File: src/rtl/switch_debounce.sv
// switch_debounce: synchronises and debounces a 3-bit slide-switch code.
// It feeds the registered 3-to-8 active-low LED decoder. enable is 3'b100
// only while the committed code is settled, so the decoder blanks its LEDs
// while the switches bounce.
module switch_debounce #(
    parameter int DEBOUNCE_CYCLES = 4,
    parameter bit BLANK_ON_SETTLE = 1'b1
) (
    input  logic       clk,
    input  logic       rst,
    input  logic [2:0] raw_switch,
    input  logic       hold,
    output logic [2:0] switch,
    output logic [2:0] enable,
    output logic       stable,
    output logic       changed
);

    localparam int               CNT_W    = (DEBOUNCE_CYCLES > 1) ? $clog2(DEBOUNCE_CYCLES) : 1;
    localparam logic [CNT_W-1:0] CNT_LAST = CNT_W'(DEBOUNCE_CYCLES - 1);
    localparam logic [CNT_W-1:0] CNT_ONE  = CNT_W'(1);
    localparam logic [CNT_W-1:0] CNT_ZERO = '0;
    localparam logic [2:0]       EN_VALID = 3'b100;
    localparam logic [2:0]       EN_BLANK = 3'b000;

    if ((DEBOUNCE_CYCLES < 2) || (DEBOUNCE_CYCLES > 65535)) begin : g_bad_debounce_cycles
        $error("switch_debounce: DEBOUNCE_CYCLES must be in 2..65535");
    end

    typedef enum logic {
        ST_SETTLE = 1'b0,
        ST_STABLE = 1'b1
    } state_t;

    // Two-flop synchroniser chain; only r_sync_p2 is used by the FSM.
    logic [2:0]       r_sync_p1;
    logic [2:0]       r_sync_p2;

    // FSM state and debounce bookkeeping.
    state_t           r_state;
    logic [2:0]       r_cand;
    logic [CNT_W-1:0] r_cnt;
    logic             r_committed;  // at least one commit since reset

    // Registered outputs.
    logic [2:0]       r_switch;
    logic [2:0]       r_enable;
    logic             r_stable;
    logic             r_changed;

    // Next-state values from the combinational FSM process.
    state_t           w_state_nxt;
    logic [2:0]       w_cand_nxt;
    logic [CNT_W-1:0] w_cnt_nxt;
    logic             w_committed_nxt;
    logic [2:0]       w_switch_nxt;
    logic [2:0]       w_enable_nxt;
    logic             w_stable_nxt;
    logic             w_changed_nxt;

    // Count up towards CNT_LAST and park there; the counter never wraps.
    function automatic logic [CNT_W-1:0] sat_inc(input logic [CNT_W-1:0] cnt);
        return (cnt == CNT_LAST) ? cnt : (cnt + CNT_ONE);
    endfunction

    // Synchroniser shift; hold freezes it so no sample is lost or skipped.
    always_ff @(posedge clk or posedge rst) begin
        if (rst) begin
            r_sync_p1 <= 3'b000;
            r_sync_p2 <= 3'b000;
        end else if (!hold) begin
            r_sync_p1 <= raw_switch;
            r_sync_p2 <= r_sync_p1;
        end
    end

    // Next-state and output decode; hold leaves everything as is and drops changed.
    always_comb begin
        w_state_nxt     = r_state;
        w_cand_nxt      = r_cand;
        w_cnt_nxt       = r_cnt;
        w_committed_nxt = r_committed;
        w_switch_nxt    = r_switch;
        w_enable_nxt    = r_enable;
        w_stable_nxt    = r_stable;
        w_changed_nxt   = 1'b0;

        if (!hold) begin
            case (r_state)
                ST_SETTLE: begin
                    if (r_sync_p2 != r_cand) begin
                        // New candidate: restart the run of identical samples.
                        w_cand_nxt = r_sync_p2;
                        w_cnt_nxt  = CNT_ZERO;
                    end else if (r_cnt == CNT_LAST) begin
                        // Candidate held long enough: commit it.
                        w_switch_nxt    = r_cand;
                        w_enable_nxt    = EN_VALID;
                        w_stable_nxt    = 1'b1;
                        w_state_nxt     = ST_STABLE;
                        w_committed_nxt = 1'b1;
                        w_changed_nxt   = (r_cand != r_switch) || !r_committed;
                    end else begin
                        w_cnt_nxt = sat_inc(r_cnt);
                    end
                end

                ST_STABLE: begin
                    if (r_sync_p2 != r_switch) begin
                        // Input moved away from the committed code: start settling.
                        w_cand_nxt   = r_sync_p2;
                        w_cnt_nxt    = CNT_ZERO;
                        w_stable_nxt = 1'b0;
                        w_state_nxt  = ST_SETTLE;
                        if (BLANK_ON_SETTLE) begin
                            w_enable_nxt = EN_BLANK;
                        end
                    end
                end

                default: begin
                    w_state_nxt = ST_SETTLE;
                end
            endcase
        end
    end

    // FSM, debounce and output registers; reset is asynchronous and complete.
    always_ff @(posedge clk or posedge rst) begin
        if (rst) begin
            r_state     <= ST_SETTLE;
            r_cand      <= 3'b000;
            r_cnt       <= CNT_ZERO;
            r_committed <= 1'b0;
            r_switch    <= 3'b000;
            r_enable    <= EN_BLANK;
            r_stable    <= 1'b0;
            r_changed   <= 1'b0;
        end else begin
            r_state     <= w_state_nxt;
            r_cand      <= w_cand_nxt;
            r_cnt       <= w_cnt_nxt;
            r_committed <= w_committed_nxt;
            r_switch    <= w_switch_nxt;
            r_enable    <= w_enable_nxt;
            r_stable    <= w_stable_nxt;
            r_changed   <= w_changed_nxt;
        end
    end

    assign switch  = r_switch;
    assign enable  = r_enable;
    assign stable  = r_stable;
    assign changed = r_changed;

endmodule

File: config.mk
export PLATFORM = sky130hd
export DESIGN_NAME = switch_debounce
export DESIGN_NICKNAME = d
export VERILOG_FILES = /design/src/rtl/switch_debounce.sv
export SDC_FILE = /design/constraint.sdc
export NUM_CORES = 1
export LEC_CHECK = 0
export BUFFER_PORTS_ARGS = -buffer_cell sky130_fd_sc_hd__buf_2
export CAP_MARGIN = 25
export CORE_MARGIN = 8
export CORE_UTILIZATION = 53
export DETAILED_ROUTE_END_ITERATION = 12
export HOLD_SLACK_MARGIN = 0.03
export PLACE_DENSITY = 0.74
export SYNTH_ARGS = -nofsm -noshare
export SYNTH_HDL_FRONTEND = slang
export SYNTH_SLANG_ARGS = --single-unit
File: constraint.sdc
create_clock -name clk -period 1.7 [get_ports clk]
set_input_delay 0.17 -clock clk [delete_from_list [all_inputs] [get_ports clk]]
set_output_delay 0.17 -clock clk [all_outputs]
set_load 0.02 [all_outputs]
==> results.toml <==
[timing]
relSlewSlack = 0.562
clock.fmax_ghz = 0.649
setup_tns_ps = 0
setup_violations = 0
clock_skew_ps = 6.28
fin_crit_ps = 1540
slew_violations = 0
finalHoldViolCount = 0
hold_ws_ps = 102
rsz0062_at_grt = "no"
period_share = 0.907
worst_pin_slew_ps = 656

[worst_hold_path]
worstHoldStart = "raw_switch[1]"
hp-class = "in -> reg"

[setup_path]
critPathArrivalTime_ps = 1720
cp_data_required_time_ps = 1880
crit_path_end_kind = "flop"
r2r_start = "r_sync_p2[1]$_DFFE_PP0N_"
path_class = "reg -> reg"
startpoint = "r_sync_p2[1]$_DFFE_PP0N_"
start_kind = "flop"
path_max_fanout = 6

[synth]
ys_ff_latch = 18
ys.flop_type = "dfrtp_1"
ys_warn_count = 0
yosys.area_share.xor_xnor = 0.0906
yosys-mux-area-fraction = 0.155
yosysUniqueCellTypes = 22
async_flop_share = 1.00
synth_top_family_by_area = "multiplexers"
synthTopCellsByCount = "18 x dfrtp_1, 12 x mux2_2, 9 x xnor2_1"
postSynthAreaPerCell_um2 = 12.8
yosys-top-cells-area = "dfrtp_1 52%, mux2_2 16%, xnor2_1 9.1%"
yosys.area_share.simple = 0.0734
yosysMostFrequentCell = "dfrtp_1"
synth_area_um2 = 870
synth_fa_ha_area_frac = 0.0144
ys_seq_area_frac = 0.518
synthCells = 68
synth_top_area_share = 0.518
synth_edf_count = 0
yosysTopAreaCell = "dfrtp_1"
synth-compound-area-share = 0.0906

[floorplanning]
core_mm2 = 0.00152
die_area_mm2 = 0.00319
die_h_um = 56.5
die_w_um = 56.5
rows = 14
start_util = 0.571
top_level_ports = 14

[clocking]
cts_max_level = 1
cts_tree = "yes"
cts_buffer_depth = 2
cts_sinks = 18
ctsRootBufferMaster = "clkbuf_4"
cts_buffers = 3
post_cts_resized = 0
ctsHoldBuffers = 1
post_cts_buffers = 0
path_clk_slew_ps = 100
clock_latency_ps = 290

[detailed_routing]
detail-route-antenna-nets = 0
met2WireLength_um = 680
dr.first_iter.drc_count = 5
drc_errors = 0
routed.top_layer = "met4"
wl_per_cell_um = 15.0
first_pass_iters = 4
vias_per_cell = 5.58
vias = 541
drt-met1-wl_um = 706
route.met3.wl_um = 58
wl_mm = 1.46

[final_layout]
drive_gt1_frac = 0.358
n_antenna_cell = 0
fillers = 129
fin_nets = 89
syn2layout_area_growth_pct = 11.2

[power_and_ir_drop]
p_leak_uw = 0.000450
power_density_mw_per_mm2 = 1060
vdd_drop_max_mv = 0.612

[global_route]
grt_pass1_vias = 571
antenna_found_initial = 0
grt-ovfl-total = 0
grt_max_degree = 19
grt_pass1_wl_mm = 2.55
track_usage = 0.0976

[placed_design]
hpwl_mm = 1.11
io_buffers = 11
routabilityCongestion = 0.858

[run_status]
outcome = "complete, no violations"

[job]
drv_cap = 0
[power breakdown]
group          leakage [µW]  internal (µW)  switching [µW]
clock             0.0000210            130             130
combinational      0.000201            105             112
sequential         0.000228            485            63.9
[cell usage in the layout, fill, tap and decap left out, types with 2 or more instances in the layout]
master     n
nand4_1    2
inv_1      5
mux2_2    12
conb_1     2
dfrtp_1   18
clkbuf_4   3
and2_1     2
xnor2_1    9
a41oi_1    3
buf_2     11
[worst max-delay path: stages, from the launching register on]
cell     delay [ps]
dfrtp_1         440
xnor2_1         380
nand4_2         270
mux2_2          340
[logic make-up after synthesis]
logic type	after synthesis
flip-flops	18
buffers and inverters	9
XOR/XNOR	9
AND/OR/NAND/NOR	9
other	1
adder cells (fa/ha/maj)	1
AO/OA/AOI/OAI	9
multiplexers	12
[state kept, by name (all words and copies together) (netlist names)]
name / count
r_cand: 3
r_sync_p1: 3
r_sync_p2: 3
switch: 3
r_cnt: 2
changed: 1
enable: 1
r_committed: 1
r_state: 1
[stage by stage]
step	cell area, µm²	setup WS, ps	utilization	power (µW)	instances
global route	967	56.6	0.635	1080	97
detailed placement	921	194	0.604	774	92
CTS	967	168	0.635	1030	97
finish	967	158	0.635	1030	97
floorplan	873	257	-	723	69
global placement	921	214	0.604	764	92
[layout make-up]
class | instances | area (µm²) | share of cell area
clock buffers | 4 | 36.3 | 0.0375
inverters | 5 | 18.8 | 0.0194
multi-input cells | 42 | 377 | 0.389
flip-flops and latches | 18 | 450 | 0.466
well taps | 16 | 20.0 | 0.0207
repair buffers | 12 | 65.1 | 0.0673
[worst paths after layout]
path / end / slack (ps) / depth (start not counted)
worst min register to register: r_committed$_DFFE_PP0P_ / 480 / 1
worst min-delay path: r_sync_p1[1]$_DFFE_PP0N_ / 100 / 2
max in group asynchronous: r_cnt[0]$_DFFE_PP0P_ / 770 / 3
min in group asynchronous: r_sync_p2[1]$_DFFE_PP0N_ / 500 / 3
worst max register to register: switch[0]$_DFFE_PP0P_ / 160 / 3
worst max-delay path: switch[0]$_DFFE_PP0P_ / 160 / 3
[routing by layer]
metal	vias up	global-route usage
li1	265	-
met1	265	0.112
met2	9	0.155
met3	2	0.0337
met4	0	0.0515
met5	-	0
Note: power is estimated with default switching activity, not from simulation.
